--- src/rtl/cacheline_arbiter.sv ---
// Cacheline arbiter: shares one 256-bit line memory port between I-cache and D-cache.
// Latency: memory strobes rise one cycle after the request is sampled; resp is combinational with mem_resp.
// Backpressure: requests are level-held until resp; one DONE cycle follows each transaction, no grant in it.
// Build option: define ARB_DCACHE_PRIORITY_EN for fixed D-cache priority (default is round-robin).
module cacheline_arbiter (
  input  logic         clk,
  input  logic         rst,
  input  logic [31:0]  i_addr,
  input  logic         i_read,
  output logic [255:0] i_rdata,
  output logic         i_resp,
  input  logic [31:0]  d_addr,
  input  logic         d_read,
  input  logic         d_write,
  input  logic [255:0] d_wdata,
  output logic [255:0] d_rdata,
  output logic         d_resp,
  output logic [31:0]  mem_addr,
  output logic         mem_read,
  output logic         mem_write,
  output logic [255:0] mem_wdata,
  input  logic [255:0] mem_rdata,
  input  logic         mem_resp
);

  typedef enum logic [1:0] {
    ST_IDLE = 2'd0,
    ST_BUSY = 2'd1,
    ST_DONE = 2'd2
  } state_e;

  localparam logic OWNER_I = 1'b0;
  localparam logic OWNER_D = 1'b1;

  state_e       state_q;
  logic         owner_q;
  logic [31:0]  mem_addr_q;
  logic         mem_read_q;
  logic         mem_write_q;
  logic [255:0] mem_wdata_q;

  logic         i_req;
  logic         d_req;
  logic         owner_d;
  logic [31:0]  mem_addr_d;
  logic         mem_read_d;
  logic         mem_write_d;
  logic [255:0] mem_wdata_d;
  logic         resp_hit;

`ifndef ARB_DCACHE_PRIORITY_EN
  logic         last_q;
`endif

  // Line offset bits of the request addresses never reach the memory port.
  logic unused_addr_bits;
  assign unused_addr_bits = ^{i_addr[4:0], d_addr[4:0]};

  // Arbitration and the request snapshot that IDLE would latch this cycle.
  always_comb begin
    i_req = i_read;
    d_req = d_read | d_write;
`ifdef ARB_DCACHE_PRIORITY_EN
    owner_d = d_req ? OWNER_D : OWNER_I;
`else
    // On contention, grant whichever port was not granted last.
    if (i_req && d_req) owner_d = ~last_q;
    else                owner_d = d_req ? OWNER_D : OWNER_I;
`endif
    if (owner_d == OWNER_D) begin
      mem_addr_d  = {d_addr[31:5], 5'b0};
      // A simultaneous read and write is treated as a writeback.
      mem_write_d = d_write;
      mem_read_d  = ~d_write;
      mem_wdata_d = d_write ? d_wdata : '0;
    end else begin
      mem_addr_d  = {i_addr[31:5], 5'b0};
      mem_write_d = 1'b0;
      mem_read_d  = 1'b1;
      mem_wdata_d = '0;
    end
  end

  // Transaction FSM with registered memory-port outputs.
  always_ff @(posedge clk or negedge rst) begin
    if (!rst) begin
      state_q     <= ST_IDLE;
      owner_q     <= OWNER_I;
      mem_addr_q  <= '0;
      mem_read_q  <= 1'b0;
      mem_write_q <= 1'b0;
      mem_wdata_q <= '0;
`ifndef ARB_DCACHE_PRIORITY_EN
      last_q      <= OWNER_D;
`endif
    end else begin
      case (state_q)
        ST_IDLE: begin
          if (i_req || d_req) begin
            owner_q     <= owner_d;
            mem_addr_q  <= mem_addr_d;
            mem_read_q  <= mem_read_d;
            mem_write_q <= mem_write_d;
            mem_wdata_q <= mem_wdata_d;
            state_q     <= ST_BUSY;
          end
        end
        ST_BUSY: begin
          // Hold everything stable until memory completes.
          if (mem_resp) begin
            mem_read_q  <= 1'b0;
            mem_write_q <= 1'b0;
            state_q     <= ST_DONE;
          end
        end
        ST_DONE: begin
`ifndef ARB_DCACHE_PRIORITY_EN
          last_q  <= owner_q;
`endif
          state_q <= ST_IDLE;
        end
        default: state_q <= ST_IDLE;
      endcase
    end
  end

  // Completion is steered to the owner in the same cycle as mem_resp.
  always_comb begin
    resp_hit = (state_q == ST_BUSY) && mem_resp;
    i_resp   = resp_hit && (owner_q == OWNER_I);
    d_resp   = resp_hit && (owner_q == OWNER_D);
    i_rdata  = i_resp ? mem_rdata : '0;
    d_rdata  = d_resp ? mem_rdata : '0;
  end

  assign mem_addr  = mem_addr_q;
  assign mem_read  = mem_read_q;
  assign mem_write = mem_write_q;
  assign mem_wdata = mem_wdata_q;

endmodule
--- config.mk ---
export PLATFORM = sky130hd
export DESIGN_NAME = cacheline_arbiter
export DESIGN_NICKNAME = d
export VERILOG_FILES = /design/src/rtl/cacheline_arbiter.sv
export SDC_FILE = /design/constraint.sdc
export NUM_CORES = 1
export LEC_CHECK = 0
export ABC_CLOCK_PERIOD_IN_PS = 1600
export CORE_AREA = 4 4 533 535
export CTS_BUF_LIST = sky130_fd_sc_hd__clkbuf_4 sky130_fd_sc_hd__clkbuf_8
export CTS_CLUSTER_SIZE = 12
export DETAILED_ROUTE_END_ITERATION = 7
export DIE_AREA = 0 0 537 539
export SLEW_MARGIN = 10
export SYNTH_ARGS = -nofsm -noshare
export SYNTH_HDL_FRONTEND = slang
export SYNTH_SLANG_ARGS = --single-unit
--- constraint.sdc ---
create_clock -name clk -period 1.6 [get_ports clk]
set_clock_uncertainty 0.1 [all_clocks]
set_input_delay 0.16 -clock clk [delete_from_list [all_inputs] [get_ports clk]]
set_output_delay 0.16 -clock clk [all_outputs]
set_load 0.02 [all_outputs]
# Word-level counts from Yosys, hierarchy flattened
# Cells that the tools add are included.
[totals] regBits=294 inputBits=582 word_cells=42
[op_classes] n_eq_ne=4 n_mux=17 bitwise=4 n_reduce_logical=10
[op_table] operator="256-bit 2-to-1 mux" count=4
[op_table] operator="32-bit 2-to-1 mux" count=1
[op_table] operator="1-bit 2-to-1 mux" count=7
[op_table] operator="1-bit logical AND" count=4
[op_table] operator="2-bit 2-to-1 mux" count=2
[op_table] operator="2-bit inequality test, second input constant" count=2
[op_table] operator="1-bit one-hot mux with 2 select lines" count=2
[op_table] operator="2-bit one-hot mux with 2 select lines" count=1
[op_table] operator="2-bit AND reduction" count=2
[op_table] operator="1-bit inverter" count=3
[op_table] operator="3-bit AND reduction" count=1
[op_table] operator="2-bit by 1-bit equality test with 1-bit output, second input constant" count=1
[op_table] operator="2-bit equality test, second input constant" count=1
[op_table] operator="2-bit zero test" count=1
[op_table] operator="2-bit nonzero test" count=1
[op_table] operator="1-bit logical OR" count=1
[op_table] operator="1-bit bitwise OR" count=1

# Longest topological paths before layout
# Gate-level depths: netlist (run 1).
[logic_depth] depth_word=6 mapped_depth=6

# Worst setup path before layout (run 1)
# OpenSTA, ideal clock, no wires.
[synth_path] kind="flip-flop to flip-flop" startpoint="reg last_q" endpoint="reg mem_addr_q[12], in the netlist mem_addr[12]" setup_time_ns=0.125 arrival_time_ns=1.530 required_ns=1.375 setup_slack_ns=-0.155 stages_incl_launch_ff=5 path_buffers=1 synth_period_minus_slack_ns=1.755 cell_sequence="dfstp_2 o2bb2ai_2 buf_6 mux2_2 mux2_2"
[synth_via] elab_chain_len=3
[synth_lines] item="start: declaration" line="52" text="logic last_q;"
[synth_lines] item="start signal: assignment" line="118" text="last_q <= owner_q;"
[synth_lines] item="1-bit inverter" line="67" text="if (i_req && d_req) owner_d = ~last_q;"
[synth_lines] item="1-bit 2-to-1 mux" line="67"
[synth_lines] item="32-bit 2-to-1 mux" line="70" text="if (owner_d == OWNER_D) begin"
[synth_lines] item="end signal: assignment" line="101" text="mem_addr_q <= mem_addr_d;"
[synth_lines] item="end: declaration" line="37" text="logic [31:0] mem_addr_q;"
# Every way passes these cells.
# A chain may end at the register's enable or synchronous reset.

# Worst setup path after layout (run 1)
[layout_path] startpoint="reg state_q[1]" endpoint="out i_rdata[76]"
[layout_via] elab_chain_len=4
[layout_lines] item="start: declaration" line="35" text="state_e state_q;"
[layout_lines] item="start signal: assignment" line="87" text="state_q <= ST_IDLE;"
[layout_lines] item="start signal: assignment" line="105" text="state_q <= ST_BUSY;"
[layout_lines] item="start signal: assignment" line="113" text="state_q <= ST_DONE;"
[layout_lines] item="2-bit by 1-bit equality test with 1-bit output" line="129" text="resp_hit = (state_q == ST_BUSY) && mem_resp;"
[layout_lines] item="1-bit logical AND" line="129"
[layout_lines] item="1-bit logical AND" line="130" text="i_resp = resp_hit && (owner_q == OWNER_I);"
[layout_lines] item="256-bit 2-to-1 mux" line="132" text="i_rdata = i_resp ? mem_rdata : '0;"
[layout_lines] item="end: declaration" line="10" text="output logic [255:0] i_rdata,"
# Every way passes these cells.

==> results of run 1 <==
-- placed cells by master (no fill, tap or decap), types with 2 or more instances in the layout --
cell,n
sky130_fd_sc_hd__and2_4,467
sky130_fd_sc_hd__mux2_2,53
sky130_fd_sc_hd__bufinv_16,6
sky130_fd_sc_hd__dlygate4sd3_1,284
sky130_fd_sc_hd__buf_6,316
sky130_fd_sc_hd__buf_16,39
sky130_fd_sc_hd__inv_1,2
sky130_fd_sc_hd__clkinv_2,11
sky130_fd_sc_hd__clkbuf_8,72
sky130_fd_sc_hd__nand2_1,3
sky130_fd_sc_hd__clkdlybuf4s50_1,570
sky130_fd_sc_hd__clkbuf_16,46
sky130_fd_sc_hd__a22o_1,256
sky130_fd_sc_hd__buf_12,436
sky130_fd_sc_hd__o21ai_0,2
sky130_fd_sc_hd__and2_1,4
sky130_fd_sc_hd__buf_8,37
sky130_fd_sc_hd__nor2_4,3
sky130_fd_sc_hd__clkbuf_4,13
sky130_fd_sc_hd__diode_2,49
sky130_fd_sc_hd__conb_1,5
sky130_fd_sc_hd__and2_2,41
sky130_fd_sc_hd__buf_4,347
sky130_fd_sc_hd__dfrtp_1,287
-- power by group --
group          internal, W  switching (W)
Clock              0.00533        0.00398
Combinational       0.0229         0.0234
Sequential         0.00999        0.00215
Total               0.0382         0.0295
-- Yosys cell counts, types with 2 or more instances --
master / number / area (um^2)
sky130_fd_sc_hd__clkbuf_1: 58 / 218
sky130_fd_sc_hd__o21ai_0: 2 / 10.0
sky130_fd_sc_hd__a22o_1: 256 / 2240
sky130_fd_sc_hd__buf_4: 16 / 120
sky130_fd_sc_hd__nand2_1: 3 / 11.3
sky130_fd_sc_hd__buf_2: 45 / 225
sky130_fd_sc_hd__buf_6: 2 / 22.5
sky130_fd_sc_hd__dfrtp_1: 288 / 7210
sky130_fd_sc_hd__clkbuf_2: 2 / 10.0
sky130_fd_sc_hd__mux2_2: 53 / 597
sky130_fd_sc_hd__inv_1: 3 / 11.3
sky130_fd_sc_hd__nor2_2: 3 / 18.8
sky130_fd_sc_hd__and2_1: 512 / 3200
-- state kept, by name (all words and copies together), names as in the netlist --
signal     count
mem_addr      27
state_q        2
mem_read       1
mem_wdata    256
mem_write      1
last_q         1
owner_q        1
-- metrics by stage --
| step | instances | worst slack [ns] | hold slack (ns) |
|---|---|---|---|
| CTS | 6918 | -1.38 | 0.00474 |
| global route | 7065 | -1.36 | 0.0257 |
| global placement | 6437 | -0.909 | -0.0431 |
| detailed placement | 6437 | -0.978 | -0.0415 |
| floorplan | 1258 | -0.0923 | -0.236 |
| finish | 7087 | -1.21 | 0.139 |
-- final timing paths --
kind,start,endpoint,slack (ns),cells after the start
max,state_q[1],i_rdata[76],-1.21,10
min,d_addr[25],mem_addr[25],0.14,3
max reg2reg,state_q[0],mem_wdata[99],-0.41,8
min reg2reg,mem_wdata[113],mem_wdata[113],0.41,1
max in group asynchronous,rst,mem_wdata[126],0.23,6
min in group asynchronous,rst,mem_wdata[80],0.45,4
-- critical path: stages, from the launching register on --
cell and delay, ns:
sky130_fd_sc_hd__dfrtp_1 0.37, sky130_fd_sc_hd__nand3b_4 0.19, sky130_fd_sc_hd__nor2_4 0.14, sky130_fd_sc_hd__buf_12 0.13, sky130_fd_sc_hd__buf_16 0.16, sky130_fd_sc_hd__buf_8 0.15
sky130_fd_sc_hd__buf_12 0.12, sky130_fd_sc_hd__buf_16 0.11, sky130_fd_sc_hd__buf_6 0.10, sky130_fd_sc_hd__and2_4 0.14, sky130_fd_sc_hd__buf_6 0.11
-- timing repair --
action | CTS | global route
cloned | 34 | 55
pin swaps | 49 | 162
setup buffers | 61 | 91
hold buffers | 285 | 0
resized for setup | 1184 | 1030
endpoints found under the setup margin | 1084 | 1086
endpoints found under the hold margin | 561 | 0
-- area by class of cell --
type	instances	area [um^2]	area share, %
Sequential cell	289	7230	15.4
Inverter	3	11.3	0.0239
Multi-Input combinational cell	843	7460	15.8
Antenna cell	49	123	0.261
Timing Repair Buffer	2075	26200	55.7
Clock buffer	85	1090	2.31
Clock inverter	19	268	0.569
Tap cell	3724	4660	9.90
-- cell families after synthesis --
family / share of synthesized area, %
simple gates: 23.2
flops: 51.6
compound gates: 16.5
buf+inv: 4.33
mux: 4.41
other cells: 0.0267
-- metal layers --
metal  vias up  GRT usage (%)  part of all wire (%)
met5         -              0                 0.023
met1      9904           17.7                    38
met3       411           9.02                    13
met4         8           4.08                   3.5
li1       8444              -                     -
met2      1389           26.3                    46
==> impl_summary.log, run 1 <==
[metrics] overall via count from detail_route: about 20000
[metrics] post-synthesis sequential element count: 289
[metrics] IR Drop Worst-Case VDD: about 0.00087 V
[metrics] num rows: 194
[metrics] DRC violation count after routing: 0
[metrics] number of flops mapped to enable cells by yosys: 0
[metrics] run status: finished, violations left
[metrics] cell area power density: 1440 mW/mm^2
[metrics] net total in the final layout: 3852
[metrics] global-route wire length before repair: 287 mm
[metrics] Area Overhead vs Synth: 236%
[metrics] level count of the clock H-tree: 2
[metrics] CTS Buf Count: 58
[metrics] placed standard-cell area: around 0.038 mm^2
[metrics] maximum frequency from static timing analysis: 356 MHz
[metrics] post-route core utilization: 16.9%
[metrics] number of warnings printed during yosys synthesis: 0
[metrics] Rel. slew slack: a little over half
[metrics] Chip Height: 539 um
[metrics] filler cell count: between 30000 and 40000
[metrics] element type at the critical path start: flip-flop
[metrics] clock-pin slew on the worst setup and hold paths: 0.06 ns
[metrics] Worst EP required: 1.34 ns
[metrics] Wirelength per Cell: 35.3 um
[metrics] category of the worst setup path capture point: output pin
[metrics] period utilization: 176%
[metrics] CTS tree: done
[metrics] cell leakage power: 19.9 nW
[metrics] first drt pass iteration count: 5
[metrics] ys flop type: sky130_fd_sc_hd__dfrtp_1
[metrics] post-detailed-placement half-perimeter wirelength: 211 mm
[metrics] Via density: ~2.8
[metrics] global placement routability congestion: between 0.9 and 1
[metrics] time the final worst path needs with I/O delays and setup: approximately 2.8 ns
[metrics] buffer type at the clock tree root: sky130_fd_sc_hd__clkbuf_8
[metrics] buffers from clock root to sink, at most: 3
[metrics] Avg Cell Area, Syn: 11.2 um^2
[metrics] number of max-cap violations: 0
[metrics] count of buffers inserted at the top-level ports: between 1000 and 1500
[metrics] ratio of cells with drive above 1 in the final layout: 57.2%
[metrics] Data arrival, critical path: about 2.6 ns
[metrics] class of the tightest hold or removal check: input pin to flip-flop
[metrics] Core Area: 0.279 mm^2
[metrics] unrepaired setup endpoints after global routing: true
[metrics] violated checks: setup timing
[metrics] number of failing setup endpoints in the final timing report: 982
[metrics] worst skew pair latency: 0.75 ns
[metrics] max-slew violation count: 0
[metrics] number of global-route vias before repair: a little over 20000
[metrics] global route overflow: 0
[metrics] final instance area: 0.0471 mm^2
[metrics] aggregate global-route resource usage: between 10% and 20%
[metrics] final worst setup slack: -1.21 ns
[metrics] number of antenna violations at the first check in global routing: 156
[metrics] die extent in x: 537 um
[metrics] effective utilization at floorplan: around 5.0%
[metrics] Routed Antenna Nets: 0
[metrics] slew at the pin with the worst max-slew slack: 0.707 ns
[metrics] Cells after Synth: between 1000 and 1500
[metrics] pin count of the biggest net entering global routing: 71
[metrics] die area: 0.289 mm^2
[metrics] critical path class: flip-flop to output pin
[metrics] Final Hold Viols: 0
[metrics] wirelength, routed: 250 mm
[metrics] crit-path max FO: 5
[metrics] setup TNS: -644.08 ns
[metrics] Cell variety after synth: 24
[metrics] share of flip-flops with an asynchronous set or reset: 100%
[metrics] top-level port count: 1386
[metrics] violation count after the first detailed-routing iteration: 940
[metrics] post-synthesis instance area: 0.0140 mm^2
[metrics] final total power: ~0.068 W
[metrics] sequential area share after synthesis: 51.6%
[metrics] number of sinks on the clock net: 289
Power figures use the tool's default switching activity.
==> run 2: changes to the inputs <==
--- a/config.mk
+++ b/config.mk
@@ -5,12 +5,12 @@
 export SDC_FILE = /design/constraint.sdc
 export NUM_CORES = 1
 export LEC_CHECK = 0
-export ABC_CLOCK_PERIOD_IN_PS = 1600
-export CORE_AREA = 4 4 533 535
+export ABC_CLOCK_PERIOD_IN_PS = 2600
+export CORE_AREA = 4 4 537 539
 export CTS_BUF_LIST = sky130_fd_sc_hd__clkbuf_4 sky130_fd_sc_hd__clkbuf_8
 export CTS_CLUSTER_SIZE = 12
 export DETAILED_ROUTE_END_ITERATION = 7
-export DIE_AREA = 0 0 537 539
+export DIE_AREA = 0 0 541 543
 export SLEW_MARGIN = 10
 export SYNTH_ARGS = -nofsm -noshare
 export SYNTH_HDL_FRONTEND = slang
==> constraint.sdc (replaced) <==
create_clock -name clk -period 2.6 [get_ports clk]
set_clock_uncertainty 0.1 [all_clocks]
set_input_delay 0.26 -clock clk [delete_from_list [all_inputs] [get_ports clk]]
set_output_delay 0.26 -clock clk [all_outputs]
set_load 0.02 [all_outputs]
==> run 2 against run 1 <==
- the flow still finishes with violations (setup timing)
- critical path depth is the same
- die area grew 1.5%
- worst setup slack gained 1.0 ns
- sequential power shrank 40%
- final area shrank 12%
- flip-flop and latch count is the same
- largest cell class unchanged
==> impl_summary.log, run 2 (synthesized netlist as in run 1, its figures left out) <==
[metrics] pin count of the biggest net entering global routing: 71
[metrics] Core Area: 0.284 mm^2
[metrics] flop2flop setup slack: 0.67 ns
[metrics] buffers from clock root to sink, at most: 3
[metrics] ratio of cells with drive above 1 in the final layout: between 30% and 40%
[metrics] endpoint of the most critical register-to-register path: mem_addr[7]
[metrics] max reg flops: 256
[metrics] effective utilization at floorplan: 4.94%
[metrics] hold path cells: 2
[metrics] CTS tree: done
[metrics] min-delay src: d_wdata[174]
[metrics] clock power share: 14.4%
[metrics] overall via count from detail_route: 19176
[metrics] global-route wire length before repair: 271 mm
[metrics] class of the tightest hold or removal check: input pin to flip-flop
[metrics] capture endpoint of the worst hold path: mem_wdata[174]
[metrics] number of global-route vias before repair: slightly below 20000
[metrics] violation count after the first detailed-routing iteration: 1114
[metrics] number of antenna violations at the first check in global routing: 223
[metrics] Routed Antenna Nets: 0
[metrics] most frequent standard cell in the layout excluding fill and tap cells: sky130_fd_sc_hd__clkdlybuf4s50_1
[metrics] power share of the combinational group: 64.9%
[metrics] die area: 0.294 mm^2
[metrics] unrepaired setup endpoints after global routing: true
[metrics] total net switching power: 0.0159 W
[metrics] hold slack final: 0.111 ns
[metrics] maximum frequency from static timing analysis: 359 MHz
[metrics] crit-path max FO: 10
[metrics] Worst EP required: between 2 and 2.5 ns
[metrics] switching part of the total power: 45.1%
[metrics] IR Drop Worst-Case VDD: 0.000958 V
[metrics] max-slew violation count: 0
[metrics] element type at the critical path start: flip-flop
[metrics] global placement routability congestion: between 0.9 and 1
[metrics] commonest cells after routing, fill and taps aside: 853 x sky130_fd_sc_hd__clkdlybuf4s50_1, 339 x sky130_fd_sc_hd__buf_12, 321 x sky130_fd_sc_hd__and2_1
[metrics] Wirelength per Cell: 33.9 um
[metrics] share of power burned in registers: 20.7%
[metrics] worst skew pair latency: roughly 0.69 ns
[metrics] num rows: 196
[metrics] level count of the clock H-tree: 2
[metrics] DRC violation count after routing: 0
[metrics] global route overflow: 0
[metrics] Via density: between 2 and 3
[metrics] final instance area: 0.0415 mm^2
[metrics] cell area power density: approximately 850 mW/mm^2
[metrics] Data arrival, critical path: roughly 2.4 ns
[metrics] period utilization: 107%
[metrics] cell leakage power: 16.6 nW
[metrics] die extent in x: 541 um
[metrics] slew at the pin with the worst max-slew slack: between 0.8 and 0.9 ns
[metrics] count of buffers inserted at the top-level ports: 1370
[metrics] RR Startpoint: last_q
[metrics] number of sinks on the clock net: 289
[metrics] violated checks: setup timing
[metrics] Final Hold Viols: 0
[metrics] final worst setup slack: -0.184 ns
[metrics] category of the worst setup path capture point: output pin
[metrics] Chip Height: 543 um
[metrics] Rel. slew slack: a little over two fifths
[metrics] Area Overhead vs Synth: 196%
[metrics] post-detailed-placement half-perimeter wirelength: ~210 mm
[metrics] worst reg-to-reg path cell count: 4
[metrics] net total in the final layout: roughly 3600
[metrics] aggregate global-route resource usage: 14.9%
[metrics] placed standard-cell area: 0.0360 mm^2
[metrics] post-route insts no fill: 6841
[metrics] number of max-cap violations: 0
[metrics] time the final worst path needs with I/O delays and setup: 2.78 ns
[metrics] first drt pass iteration count: 5
[metrics] number of failing setup endpoints in the final timing report: about 330
[metrics] placed cell count: 6376
[metrics] run status: finished, violations left
[metrics] wirelength, routed: 232 mm
[metrics] critical path class: flip-flop to output pin
[metrics] CTS Buf Count: 53
[metrics] Pint: 0.0193 W
[metrics] top-level port count: 1386
[metrics] buffer type at the clock tree root: sky130_fd_sc_hd__clkbuf_8
[metrics] clock-pin slew on the worst setup and hold paths: 0.06 ns
[run 2: cell count changes in the layout (fill, tap and decap cells not counted), sizes merged, moves of 9 or more]
cell,previous run,this run
buf,1175,621
clkdlybuf4s50,570,853
clkdlybuf4s15,0,48
clkbuf,131,91
dlygate4sd3,284,248
diode,49,58
[run 2: power groups by stage]
stage / registers, W / logic (W) / clock network, W
after global placement: 0.00726 / 0.0211 / 0
after detailed placement: 0.00731 / 0.0212 / 0
after CTS: 0.00731 / 0.0226 / 0.00529
after global routing: 0.00748 / 0.0242 / 0.00541
after floorplan: 0.00896 / 0.00546 / 0
final: 0.00730 / 0.0229 / 0.00506
[run 2: how the worst max path moves through the flow]
stage	from	depth (start not counted)	slack, ns	to
4_1_cts	state_q[1]	8	-0.37	d_rdata[40]
2_1_floorplan	state_q[1]	5	0.80	d_rdata[100]
6_report	state_q[1]	10	-0.18	d_rdata[92]
3_3_place_gp	mem_resp	9	-0.20	d_rdata[35]
5_1_grt	state_q[1]	10	-0.33	d_rdata[92]
3_5_place_dp	mem_resp	7	-0.18	i_rdata[87]
[run 2: metrics by stage]
| stage | worst slack (ns) | util (%) | TNS [ns] | total power (W) |
|---|---|---|---|---|
| global route | -0.331 | 14.6 | -99.73 | 0.0371 |
| floorplan | 0.805 | - | 0 | 0.0144 |
| detailed placement | -0.178 | 12.7 | -14.57 | 0.0285 |
| global placement | -0.196 | 12.7 | -11.74 | 0.0284 |
| finish | -0.184 | 14.6 | -33.27 | 0.0352 |
| CTS | -0.367 | 14.3 | -105.79 | 0.0352 |
[run 2: what timing repair did]
item / 4_1_cts / 5_1_grt
gates resized for setup: 812 / 264
pin swaps: 20 / 6
cloned: 12 / 16
endpoints found under the hold margin: 535 / 0
buffers inserted: 23 / 17
hold buffers: 249 / 0
setup endpoints to repair: 518 / 508
[run 2: layout make-up]
type	count	area [um^2]
Antenna cell	58	145
Clock buffer	77	978
Clock inverter	21	223
Fill cell	31649	242000
Inverter	3	11.3
Multi-Input combinational cell	843	6710
Sequential cell	289	7230
Tap cell	3762	4710
Timing Repair Buffer	1788	21500
[run 2: routing by layer]
| layer | track usage, % | wire (um) | vias to the layer above |
|---|---|---|---|
| met1 | 17.2 | 90400 | 9283 |
| met3 | 8.64 | 31600 | 475 |
| met2 | 23.2 | 101000 | 1519 |
| met4 | 4.32 | 8830 | 38 |
| li1 | - | - | 7861 |
| met5 | 0 | 241 | - |
[run 2: worst max-delay path, stage by stage, from the launching register on]
cell	delay, ns
sky130_fd_sc_hd__dfrtp_1	0.38
sky130_fd_sc_hd__nand3b_4	0.19
sky130_fd_sc_hd__nor2_4	0.12
sky130_fd_sc_hd__buf_12	0.13
sky130_fd_sc_hd__buf_16	0.18
sky130_fd_sc_hd__buf_12	0.13
sky130_fd_sc_hd__buf_12	0.10
sky130_fd_sc_hd__buf_16	0.11
sky130_fd_sc_hd__buf_8	0.11
sky130_fd_sc_hd__and2_4	0.14
sky130_fd_sc_hd__buf_12	0.11
==> run 3: changes to the inputs <==
--- a/config.mk
+++ b/config.mk
@@ -11,6 +11,7 @@
 export CTS_CLUSTER_SIZE = 12
 export DETAILED_ROUTE_END_ITERATION = 7
 export DIE_AREA = 0 0 541 543
+export RECOVER_POWER = 25
 export SLEW_MARGIN = 10
 export SYNTH_ARGS = -nofsm -noshare
 export SYNTH_HDL_FRONTEND = slang
==> run 3 against run 2 <==
- hold slack lost 0.0020 ns
- maximum frequency barely moved
- wire length hardly changed
- final area decreased by 0.25%
- final cell count did not move
- utilization is essentially flat
- combinational power hardly changed
- first-iteration DRC count up 4.8%
- die area unchanged
- the flow finishes with violations (capacitance limit, slew limit, setup timing)
- clock-buffer cell count unchanged
- critical path depth unchanged
==> impl_summary.log, run 3 (synthesized netlist as in run 1, its figures left out) <==
[metrics] run status: finished, violations left
[metrics] violated checks: capacitance limit, slew limit, setup timing
[metrics] Final Hold Viols: 0
[metrics] global-route wire length before repair: 271 mm
[metrics] worst reg-to-reg path cell count: 4
[metrics] post-route core utilization: 14.6%
[metrics] element type at the critical path start: flip-flop
[metrics] setup TNS: -33.44 ns
[metrics] number of failing setup endpoints in the final timing report: 332
[metrics] first drt pass iteration count: 5
[metrics] cell type of the slowest stage on the worst timing path: sky130_fd_sc_hd__dfrtp_1
[metrics] class of the tightest hold or removal check: input pin to flip-flop
[metrics] most frequent standard cell in the layout excluding fill and tap cells: sky130_fd_sc_hd__clkdlybuf4s50_1
[metrics] level count of the clock H-tree: 2
[metrics] violation count after the first detailed-routing iteration: ~1200
[metrics] global placement routability congestion: between 0.9 and 1
[metrics] CTS tree: done
[metrics] Most Frequent Cell on Critical Path: sky130_fd_sc_hd__buf_12
[metrics] overall via count from detail_route: 19191
[metrics] number of antenna violations at the first check in global routing: ~220
[metrics] critical path class: flip-flop to output pin
[metrics] met2 Usage GRT: 23.2%
[metrics] final total power: 0.0352 W
[metrics] Routed Antenna Nets: 0
[metrics] Data arrival, critical path: ~2.4 ns
[metrics] number of max-cap violations: 1
[metrics] Rel. slew slack: -9.67%
[metrics] die extent in x: 541 um
[metrics] effective utilization at floorplan: 4.94%
[metrics] global route overflow: 0
[metrics] pin count of the biggest net entering global routing: around 70
[metrics] cells along the critical path: nand3b_4 > nor2_4 > buf_12 > buf_16 > buf_12 > buf_12 > buf_16 > buf_8 > and2_4 > buf_12
[metrics] Area Overhead vs Synth: 196%
[metrics] CTS Buf Count: 53
[metrics] Chip Height: 543 um
[metrics] ratio of cells with drive above 1 in the final layout: 34.0%
[metrics] Wirelength per Cell: 33.9 um
[metrics] clock-pin slew on the worst setup and hold paths: 0.06 ns
[metrics] number of global-route vias before repair: 19809
[metrics] global routing's busiest layer: met2
[metrics] Via density: 2.81
[metrics] buffer type at the clock tree root: sky130_fd_sc_hd__clkbuf_8
[metrics] wirelength, routed: 232 mm
[metrics] commonest cells after routing, fill and taps aside: 853 x sky130_fd_sc_hd__clkdlybuf4s50_1, 335 x sky130_fd_sc_hd__buf_12, 321 x sky130_fd_sc_hd__and2_1
[metrics] num rows: ~200
[metrics] DRC violation count after routing: 0
[metrics] cell leakage power: between 15 and 20 nW
[metrics] aggregate global-route resource usage: 14.9%
[metrics] max incr delay on CP: between 0.3 and 0.4 ns
[metrics] die area: 0.294 mm^2
[metrics] unrepaired setup endpoints after global routing: true
[metrics] Critical path destination: d_rdata[92]
[metrics] top-level port count: 1386
[metrics] filler cell count: ~32000
[metrics] cell area power density: 850 mW/mm^2
[metrics] maximum frequency from static timing analysis: 359 MHz
[metrics] Core Area: 0.284 mm^2
[metrics] final worst setup slack: -0.183 ns
[metrics] post-detailed-placement half-perimeter wirelength: 208 mm
[metrics] max-slew violation count: 12
[metrics] Critical Path Start: state_q[1]
[metrics] number of sinks on the clock net: 289
[metrics] time the final worst path needs with I/O delays and setup: approximately 2.8 ns
[metrics] max reg flops: 256
[metrics] flop2flop setup slack: 0.68 ns
[metrics] RR Startpoint: last_q
[metrics] category of the worst setup path capture point: output pin
[metrics] endpoint of the most critical register-to-register path: mem_addr[7]
[metrics] count of buffers inserted at the top-level ports: 1370
[metrics] period utilization: 107%
[metrics] buffers from clock root to sink, at most: 3
[metrics] slew at the pin with the worst max-slew slack: between 1.5 and 2 ns
[metrics] worst skew pair latency: 0.69 ns
[metrics] met1 Use GR: ~17%
[metrics] GR Util met3: 8.64%
[metrics] IR Drop Worst-Case VDD: 0.000956 V
[metrics] net total in the final layout: 3560
[metrics] crit-path max FO: 10
[metrics] Worst EP required: 2.24 ns
==> run 3: changes by cell type in the layout (fill, tap and decap cells not counted), sizes merged <==
| cell | before | now |
|---|---|---|
| buf | 621 | 610 |
| clkbuf | 91 | 102 |
==> run 3: repair_timing <==
item,in CTS,in global routing
endpoints found under the hold margin,535,0
hold buffers,249,0
pin swaps,20,6
endpoints found under the setup margin,518,508
buffers inserted,23,17
resized for setup,812,264
cloned,12,16
==> run 3: worst max-delay path: cells and delay by family (launching register included) <==
family | cells | cell delay (ns)
simple gates | 3 | 0.46
buf+inv | 7 | 0.86
flops | 1 | 0.38
==> run 3: power by group <==
group | switching (W) | leakage, nW | internal [W]
combinational | 0.0124 | 12.1 | 0.0104
sequential | 0.00115 | 3.74 | 0.00614
clock | 0.00230 | 0.632 | 0.00276
total | 0.0159 | 16.5 | 0.0193
==> run 3: worst min-delay path by stage <==
stage | cells past startpoint | end | from
5_1_grt | 2 | mem_wdata[174] | d_wdata[174]
6_report | 2 | mem_wdata[174] | d_wdata[174]
3_3_place_gp | 1 | mem_wdata[87] | rst
3_5_place_dp | 1 | mem_wdata[80] | rst
2_1_floorplan | 0 | mem_addr[10] | rst
4_1_cts | 2 | mem_wdata[245] | d_wdata[245]
==> run 3: area by class of cell <==
cell class / instances / area [um^2] / area share, %
Timing Repair Buffer: 1788 / 21400 / 51.7
Inverter: 3 / 11.3 / 0.0272
Antenna cell: 58 / 145 / 0.350
Clock inverter: 21 / 223 / 0.537
Sequential cell: 289 / 7230 / 17.5
Tap cell: 3762 / 4710 / 11.4
Multi-Input combinational cell: 843 / 6710 / 16.2
Clock buffer: 77 / 978 / 2.36
==> run 3: per-layer routing <==
metal | up-vias | part of all wire (%)
li1 | 7865 | -
met1 | 9282 | 39
met2 | 1516 | 43
met3 | 490 | 14
met4 | 38 | 3.9
met5 | - | 0.10
==> run 3: through the flow <==
step	cell area (um^2)	setup WS (ns)	cells	hold WS, ns
4_1_cts	40600	-0.367	6755	0.000537
3_5_place_dp	36000	-0.178	6376	0.190
2_1_floorplan	14000	0.805	1258	-0.136
6_report	41400	-0.183	6841	0.109
5_1_grt	41400	-0.331	6813	0.0310
3_3_place_gp	36000	-0.196	6376	0.178
